===== src/rtl/ps2_mouse_host_ctrl_if.sv =====
// Handshake bundle between the mouse host controller and the PS/2 frame reader/sender pair.
// master = controller side, slave = reader/sender side.
interface ps2_mouse_host_ctrl_if;
  logic        rx_ready;
  logic [10:0] rx_word;
  logic        tx_busy;
  logic        tx_send;
  logic [9:0]  tx_frame;

  modport master (input rx_ready, rx_word, tx_busy, output tx_send, tx_frame);
  modport slave  (output rx_ready, rx_word, tx_busy, input tx_send, tx_frame);
endinterface


===== src/rtl/ps2_mouse_host_ctrl.sv =====
// PS/2 mouse bring-up sequencer (reset, BAT/ID, enable reporting) and 3-byte
// movement packet assembler sitting on top of a frame reader/sender pair.
module ps2_mouse_host_ctrl #(
  parameter logic [31:0] RESP_TIMEOUT = 32'd50_000_000,
  parameter logic [31:0] PKT_GAP      = 32'd200_000,
  parameter logic [1:0]  MAX_RETRY    = 2'd3
) (
  input  logic                  ck,
  input  logic                  reset,
  ps2_mouse_host_ctrl_if.master ps2,
  output logic                  pkt_valid,
  output logic [2:0]            pkt_btn,
  output logic [8:0]            pkt_dx,
  output logic [8:0]            pkt_dy,
  output logic [1:0]            pkt_ovf,
  output logic                  streaming,
  output logic                  error,
  output logic [3:0]            state_dbg
);

  typedef enum logic [3:0] {
    SEND_RST   = 4'd0,
    TXWAIT_RST = 4'd1,
    WAIT_ACK1  = 4'd2,
    WAIT_BAT   = 4'd3,
    WAIT_ID    = 4'd4,
    SEND_EN    = 4'd5,
    TXWAIT_EN  = 4'd6,
    WAIT_ACK2  = 4'd7,
    STREAM     = 4'd8,
    ERROR      = 4'd9
  } state_e;

  state_e      state_q, state_d;
  logic [31:0] timer_q, timer_d, gap_q, gap_d;
  logic [1:0]  retry_q, retry_d, idx_q, idx_d;
  logic        seen_busy_q, seen_busy_d;
  logic [7:0]  b0_q, b0_d, b1_q, b1_d;
  logic        tx_send_q, tx_send_d;
  logic [9:0]  tx_frame_q, tx_frame_d;
  logic        pkt_valid_q, pkt_valid_d;
  logic [2:0]  pkt_btn_q, pkt_btn_d;
  logic [8:0]  pkt_dx_q, pkt_dx_d, pkt_dy_q, pkt_dy_d;
  logic [1:0]  pkt_ovf_q, pkt_ovf_d;

  logic [7:0]  rx_data;
  logic        rx_good, rx_take, fail;
  logic [1:0]  eff_idx;

  function automatic logic [9:0] frame_of(input logic [7:0] d);
    logic [7:0] r;
    r = {<<{d}};
    return {r, ~(^d), 1'b1};
  endfunction

  // Wire order on rx_word is d0 first, so the data byte is bit-reversed.
  always_comb begin
    rx_data = {<<{ps2.rx_word[9:2]}};
    rx_good = ~ps2.rx_word[10] & ps2.rx_word[0] & (^{rx_data, ps2.rx_word[1]});
    rx_take = ps2.rx_ready & ~ps2.tx_busy &
              (state_q inside {WAIT_ACK1, WAIT_BAT, WAIT_ID, WAIT_ACK2, STREAM});
  end

  always_comb begin
    state_d     = state_q;
    retry_d     = retry_q;
    seen_busy_d = seen_busy_q;
    idx_d       = idx_q;
    b0_d        = b0_q;
    b1_d        = b1_q;
    tx_send_d   = 1'b0;
    tx_frame_d  = tx_frame_q;
    pkt_valid_d = 1'b0;
    pkt_btn_d   = pkt_btn_q;
    pkt_dx_d    = pkt_dx_q;
    pkt_dy_d    = pkt_dy_q;
    pkt_ovf_d   = pkt_ovf_q;
    fail        = 1'b0;
    eff_idx     = idx_q;

    unique case (state_q)
      SEND_RST, SEND_EN: begin
        if (!ps2.tx_busy) begin
          tx_send_d   = 1'b1;
          tx_frame_d  = frame_of((state_q == SEND_RST) ? 8'hFF : 8'hF4);
          seen_busy_d = 1'b0;
          state_d     = (state_q == SEND_RST) ? TXWAIT_RST : TXWAIT_EN;
        end
      end
      TXWAIT_RST, TXWAIT_EN: begin
        if (!seen_busy_q) begin
          if (ps2.tx_busy)              seen_busy_d = 1'b1;
          else if (timer_q >= 32'd4)    fail = 1'b1;
        end else if (!ps2.tx_busy) begin
          state_d = (state_q == TXWAIT_RST) ? WAIT_ACK1 : WAIT_ACK2;
        end else if (timer_q >= RESP_TIMEOUT) begin
          fail = 1'b1;
        end
      end
      WAIT_ACK1, WAIT_BAT, WAIT_ID, WAIT_ACK2: begin
        if (rx_take) begin
          if (rx_good && state_q == WAIT_ACK1 && rx_data == 8'hFA)      state_d = WAIT_BAT;
          else if (rx_good && state_q == WAIT_BAT && rx_data == 8'hAA)  state_d = WAIT_ID;
          else if (rx_good && state_q == WAIT_ID && rx_data == 8'h00)   state_d = SEND_EN;
          else if (rx_good && state_q == WAIT_ACK2 && rx_data == 8'hFA) state_d = STREAM;
          else if (rx_good && state_q == WAIT_ACK1 && rx_data == 8'hFE) state_d = SEND_RST;
          else if (rx_good && state_q == WAIT_ACK2 && rx_data == 8'hFE) state_d = SEND_EN;
          else fail = 1'b1;
        end else if (timer_q >= RESP_TIMEOUT) begin
          fail = 1'b1;
        end
      end
      STREAM: begin
        // An expired gap resyncs first, so a late byte is judged as a fresh byte 0.
        if (idx_q != 2'd0 && gap_q >= PKT_GAP) eff_idx = 2'd0;
        idx_d = eff_idx;
        if (rx_take) begin
          if (!rx_good) begin
            idx_d = 2'd0;
          end else if (eff_idx == 2'd0) begin
            if (rx_data[3]) begin
              b0_d  = rx_data;
              idx_d = 2'd1;
            end
          end else if (eff_idx == 2'd1) begin
            b1_d  = rx_data;
            idx_d = 2'd2;
          end else begin
            pkt_valid_d = 1'b1;
            pkt_btn_d   = b0_q[2:0];
            pkt_dx_d    = {b0_q[4], b1_q};
            pkt_dy_d    = {b0_q[5], rx_data};
            pkt_ovf_d   = b0_q[7:6];
            idx_d       = 2'd0;
          end
        end
      end
      ERROR: ;
      default: state_d = ERROR;
    endcase

    if (fail) begin
      retry_d = retry_q + 2'd1;
      state_d = (retry_q + 2'd1 == MAX_RETRY) ? ERROR : SEND_RST;
    end

    timer_d = (state_d != state_q || rx_take) ? '0 : timer_q + 32'd1;
    gap_d   = (idx_d == 2'd0 || rx_take) ? '0 : gap_q + 32'd1;
  end

  always_ff @(posedge ck) begin
    if (reset) begin
      state_q     <= SEND_RST;
      timer_q     <= '0;
      gap_q       <= '0;
      retry_q     <= '0;
      idx_q       <= '0;
      seen_busy_q <= 1'b0;
      b0_q        <= '0;
      b1_q        <= '0;
      tx_send_q   <= 1'b0;
      tx_frame_q  <= '0;
      pkt_valid_q <= 1'b0;
      pkt_btn_q   <= '0;
      pkt_dx_q    <= '0;
      pkt_dy_q    <= '0;
      pkt_ovf_q   <= '0;
    end else begin
      state_q     <= state_d;
      timer_q     <= timer_d;
      gap_q       <= gap_d;
      retry_q     <= retry_d;
      idx_q       <= idx_d;
      seen_busy_q <= seen_busy_d;
      b0_q        <= b0_d;
      b1_q        <= b1_d;
      tx_send_q   <= tx_send_d;
      tx_frame_q  <= tx_frame_d;
      pkt_valid_q <= pkt_valid_d;
      pkt_btn_q   <= pkt_btn_d;
      pkt_dx_q    <= pkt_dx_d;
      pkt_dy_q    <= pkt_dy_d;
      pkt_ovf_q   <= pkt_ovf_d;
    end
  end

  assign ps2.tx_send  = tx_send_q;
  assign ps2.tx_frame = tx_frame_q;
  assign pkt_valid    = pkt_valid_q;
  assign pkt_btn      = pkt_btn_q;
  assign pkt_dx       = pkt_dx_q;
  assign pkt_dy       = pkt_dy_q;
  assign pkt_ovf      = pkt_ovf_q;
  assign streaming    = (state_q == STREAM);
  assign error        = (state_q == ERROR);
  assign state_dbg    = state_q;

endmodule

===== src/flat_wrapper.sv =====
// flat-port wrapper written by rule: the top's interface ports become plain ports
module ps2_mouse_host_ctrl_flat 
#(
  parameter logic [31:0] RESP_TIMEOUT = 32'd50_000_000,
  parameter logic [31:0] PKT_GAP      = 32'd200_000,
  parameter logic [1:0]  MAX_RETRY    = 2'd3
)
  (ck, reset, pkt_valid, pkt_btn, pkt_dx, pkt_dy, pkt_ovf, streaming, error, state_dbg, ps2_rx_ready, ps2_rx_word, ps2_tx_busy, ps2_tx_send, ps2_tx_frame);
  ps2_mouse_host_ctrl_if ps2_i ();
  input  logic ck;
  input  logic reset;
  output logic pkt_valid;
  output logic [2:0] pkt_btn;
  output logic [8:0] pkt_dx;
  output logic [8:0] pkt_dy;
  output logic [1:0] pkt_ovf;
  output logic streaming;
  output logic error;
  output logic [3:0] state_dbg;
  input wire logic [$bits(ps2_i.rx_ready)-1:0] ps2_rx_ready;
  input wire logic [$bits(ps2_i.rx_word)-1:0] ps2_rx_word;
  input wire logic [$bits(ps2_i.tx_busy)-1:0] ps2_tx_busy;
  output wire logic [$bits(ps2_i.tx_send)-1:0] ps2_tx_send;
  output wire logic [$bits(ps2_i.tx_frame)-1:0] ps2_tx_frame;
  assign ps2_i.rx_ready = ps2_rx_ready;
  assign ps2_i.rx_word = ps2_rx_word;
  assign ps2_i.tx_busy = ps2_tx_busy;
  assign ps2_tx_send = ps2_i.tx_send;
  assign ps2_tx_frame = ps2_i.tx_frame;
  ps2_mouse_host_ctrl #(.RESP_TIMEOUT(RESP_TIMEOUT), .PKT_GAP(PKT_GAP), .MAX_RETRY(MAX_RETRY)) u_core (.ck(ck), .reset(reset), .ps2(ps2_i), .pkt_valid(pkt_valid), .pkt_btn(pkt_btn), .pkt_dx(pkt_dx), .pkt_dy(pkt_dy), .pkt_ovf(pkt_ovf), .streaming(streaming), .error(error), .state_dbg(state_dbg));
endmodule

===== config.mk =====
export PLATFORM = sky130hd
export DESIGN_NAME = ps2_mouse_host_ctrl_flat
export DESIGN_NICKNAME = d
export VERILOG_FILES = /design/src/rtl/ps2_mouse_host_ctrl_if.sv /design/src/rtl/ps2_mouse_host_ctrl.sv /design/src/flat_wrapper.sv
export SDC_FILE = /design/constraint.sdc
export NUM_CORES = 1
export LEC_CHECK = 0
export CAP_MARGIN = 25
export CORE_MARGIN = 2
export CORE_UTILIZATION = 55
export CTS_CLUSTER_SIZE = 28
export DETAILED_ROUTE_END_ITERATION = 10
export GPL_ROUTABILITY_DRIVEN = 1
export PLACE_DENSITY = 0.87
export SKIP_LAST_GASP = 1
export SLEW_MARGIN = 10
export SYNTH_ARGS = -nofsm -noshare
export SYNTH_HDL_FRONTEND = slang
export SYNTH_SLANG_ARGS = --single-unit

===== constraint.sdc =====
create_clock -name ck -period 4.02 [get_ports ck]
set_clock_uncertainty 0.2 [all_clocks]
set_input_delay 0.804 -clock ck [delete_from_list [all_inputs] [get_ports ck]]
set_output_delay 0.804 -clock ck [all_outputs]
set_load 0.005 [all_outputs]

==> summary.md <==
| Metric | Value |
|---|---|
| Type of the worst setup path | register to output port |
| 1st-iter DRT viols | 400 |
| Most common cell after layout, fill and taps aside | nor2_1 |
| Tot Pwr | roughly 0.0028 W |
| Slew @ Worst Pin | about 0.73 ns |
| Tmin final | around 3.5 ns |
| Postcts setup bufs | 0 |
| Cells on worst reg2reg path | 9 |
| Reg-to-reg endpoint | u_core.timer_q[16] |
| Netlist Area Pre-Place | 0.00587 mm^2 |
| First-pass GRT wire length | between 20000 and 25000 um |
| CTS tree | done |
| Die Area | 0.0115 mm^2 |
| Sequential-to-total area share from yosys stat | roughly two fifths |
| Fin crit share | between 80% and 90% |
| Site Rows | 37 |
| Largest net degree at the start of global routing | 35 |
| Worst min path class | register to register |
| Layout Nets | roughly 760 |
| PwrDens | 399 mW/mm^2 |
| Critical path buffer and inverter count | 1 |
| Initial core utilization | between 50 and 60% |
| Inserted Clock Buffers | 17 |
| Post-DP HPWL | roughly 9300 um |
| Library cells used by synthesis | 69 |
| P&R area growth vs syn | 20.8% |
| Vias in the first global route | 5006 |
| Max-slew violations | 0 |
| Fmax | between 0.2 and 0.3 GHz |
| Hold_buf cts | 0 |
| Synth warn | 0 |
| Critical path data arrival time | approximately 2.5 ns |
| GP Congestion | around 0.94 |
| Chip width | 107 um |
| CP top delay family | flip-flops |
| GRT overflow | 0 |
| Clock transition at the registers of the reported paths | about 0.06 ns |
| Synthesized Nets | a little over 700 |
| Share of flip-flops with an asynchronous set or reset | 0% |
| Ys flop type | dfxtp_1 |
| CP required | roughly 3.0 ns |
| Status | finished, final reports clean |
| Die Span Y | roughly 110 um |
| ANT nets after route | 0 |
| Largest stage delay on the critical path | between 0.7 and 0.8 ns |
| Max Cap Violations | 0 |
| Ranking of synthesized cells by area | dfxtp_1 (39%), nor2_1 (7.9%), xnor2_1 (7.0%) |
| Worst skew pair latency | 0.54 ns |
| Fin area | around 0.007 mm^2 |
| Hold Vio Cnt, Final | 0 |
| I/O Buffers | 55 |
| Worst Hold Path Cells | 2 |
| Finish-stage setup viols | 0 |
| GR Util All Layers | between 20% and 30% |
| Initial antenna violation count | 0 |
| Crit path max-delay cell type | dfxtp_1 |
| Layout cells sized above 1 | a little under an eighth |
| Clock root buffer | clkbuf_8 |
| Setup crit start kind | register |
| Top cell type's share of synthesized area | approximately two fifths |
| Core area | 0.0103 mm^2 |
| Worst slew margin | roughly half |
| R2R Path Start | u_core.state_dbg[1] |
| Vias | 5135 |
| RSZ-0062 raised after global routing | no |
| Most frequent cells in the layout | nor2_1 (124), dfxtp_1 (115), nand3_1 (62) |
| Residual DRC | 0 |
| Post-Syn Instances | around 700 |
| Drt pass-1 iters | 5 |
| Clk sink count | around 120 |
| WL/cell | approximately 16 um |
| DR vias/cell | just under 6 |
| R2r setup slk | 0.67 ns |
| Yosys top cell by area | dfxtp_1 |
| Longest Clk Path Bufs | 2 |
| Yosys reg bits | 115 |
| # IOs | between 50 and 60 |
| Post_cts resized | 0 |
| Leak | 2.73 nW |
| Diodes inserted | 0 |
| Hold Crit Endpoint | u_core.pkt_dy[2] |
| CP max FO | 19 |
| H-tree levels | 4 |
| Hold wc startpoint | u_core.pkt_dy[2] |
| Endpoint type of the worst setup path | output port |
| Post-place instance area | about 0.0065 mm^2 |
| Avg Cell Area, Syn | around 8.5 um^2 |
| Routed wire length | 14100 um |
| Worst VDD drop | about 0.00048 V |
| Number of synthesized flops with an enable pin | 0 |
| CP Cell Sequence | nor4b_1 -> clkdlybuf4s50_1 |
-- worst max-delay path by stage --
stage | from | to | cells past startpoint
after floorplan | ps2_rx_word[5] | u_core.timer_q[0] | 9
after global placement | ps2_rx_word[7] | u_core.timer_q[11] | 10
after detailed placement | ps2_rx_word[7] | u_core.timer_q[22] | 10
after CTS | u_core.state_dbg[3] | streaming | 2
after global routing | ps2_rx_word[6] | u_core.timer_q[24] | 10
final | u_core.state_dbg[3] | streaming | 2
-- registers in the layout, summed over array words and instances (netlist names) --
name / flops
u_core.pkt_btn: 3
u_core.timer_q: 32
u_core.b1_q: 8
u_core.pkt_valid: 1
u_core.retry_q: 2
u_core.idx_q: 2
u_core.pkt_ovf: 2
u_core.pkt_dx: 9
u_core.state_dbg: 4
u_core.gap_q: 32
u_core.b0_q: 7
u_core.seen_busy_q: 1
u_core.pkt_dy: 9
u_core.ps2.tx_send: 1
u_core.ps2.tx_frame: 2
-- cells in the mapped netlist, drive strengths merged (2+ instances only) --
cell type	number
a2111oi	2
a211oi	5
a21oi	24
a31o	2
a31oi	2
a41oi	2
and3	16
and4	4
and4b	2
buf	26
clkbuf	22
dfxtp	115
ha	5
inv	14
mux2i	32
nand2	47
nand2b	6
nand3	63
nand3b	3
nand4	12
nand4b	2
nand4bb	2
nor2	134
nor2b	6
nor3	10
nor4	15
nor4b	3
o211ai	2
o21ai	6
o41a	2
or2	3
or3	5
or4	9
xnor2	49
xnor3	2
xor2	19
-- worst reg2reg max path: cells and delay by family (launching register included) --
family          cells  cell delay (ns)
mux                 1             0.17
flops               1             0.79
simple gates        4             1.03
buf+inv             1             0.23
xor+xnor            1             0.60
compound gates      2             0.24
-- power by group --
| group | internal (W) | switching (W) |
|---|---|---|
| Combinational | 0.0000968 | 0.000111 |
| Sequential | 0.00115 | 0.0000143 |
| Clock | 0.000847 | 0.000614 |
| Total | 0.00209 | 0.000739 |
-- routing by layer --
metal | global-route usage [%] | up-vias | routed length (um)
li1 | - | 2486 | -
met1 | 31.7 | 2428 | 5900
met2 | 42.7 | 197 | 7060
met3 | 7.38 | 24 | 923
met4 | 9.55 | 0 | 227
met5 | 0 | - | 0
-- stage by stage --
step	hold slack, ns	util, %	setup WS, ns	std cells	TNS (ns)
after CTS	0.260	68.6	0.460	888	0
after global routing	0.284	68.6	0.295	888	0
after detailed placement	0.254	63.1	-0.00583	856	-0.0231
after floorplan	0.250	-	0.678	689	0
after global placement	0.248	63.1	0.0622	856	0
final	0.257	68.6	0.474	888	0
-- layout make-up --
type	instances	area, um^2
fill	749	3240
multi-input combinational	512	3230
sequential	115	2300
timing repair buffer	79	763
clock buffer	17	414
tap	136	170
clock inverter	15	158
inverter	14	52.6
-- kinds of logic (layout without fill, tap and decap cells) --
group / Yosys count / after routing / synth area share, %
DFF: 115 / 115 / 39.2
AOI/OAI and AO/OA: 61 / 61 / 7.70
and+or+nand+nor: 344 / 344 / 29.6
muxes: 32 / 32 / 5.46
xor gates and xnor gates: 70 / 70 / 11.2
buffers and inverters: 62 / 125 / 5.78
adders and majority gates: 5 / 5 / 1.07
Note: power is estimated with default switching activity, not from simulation.
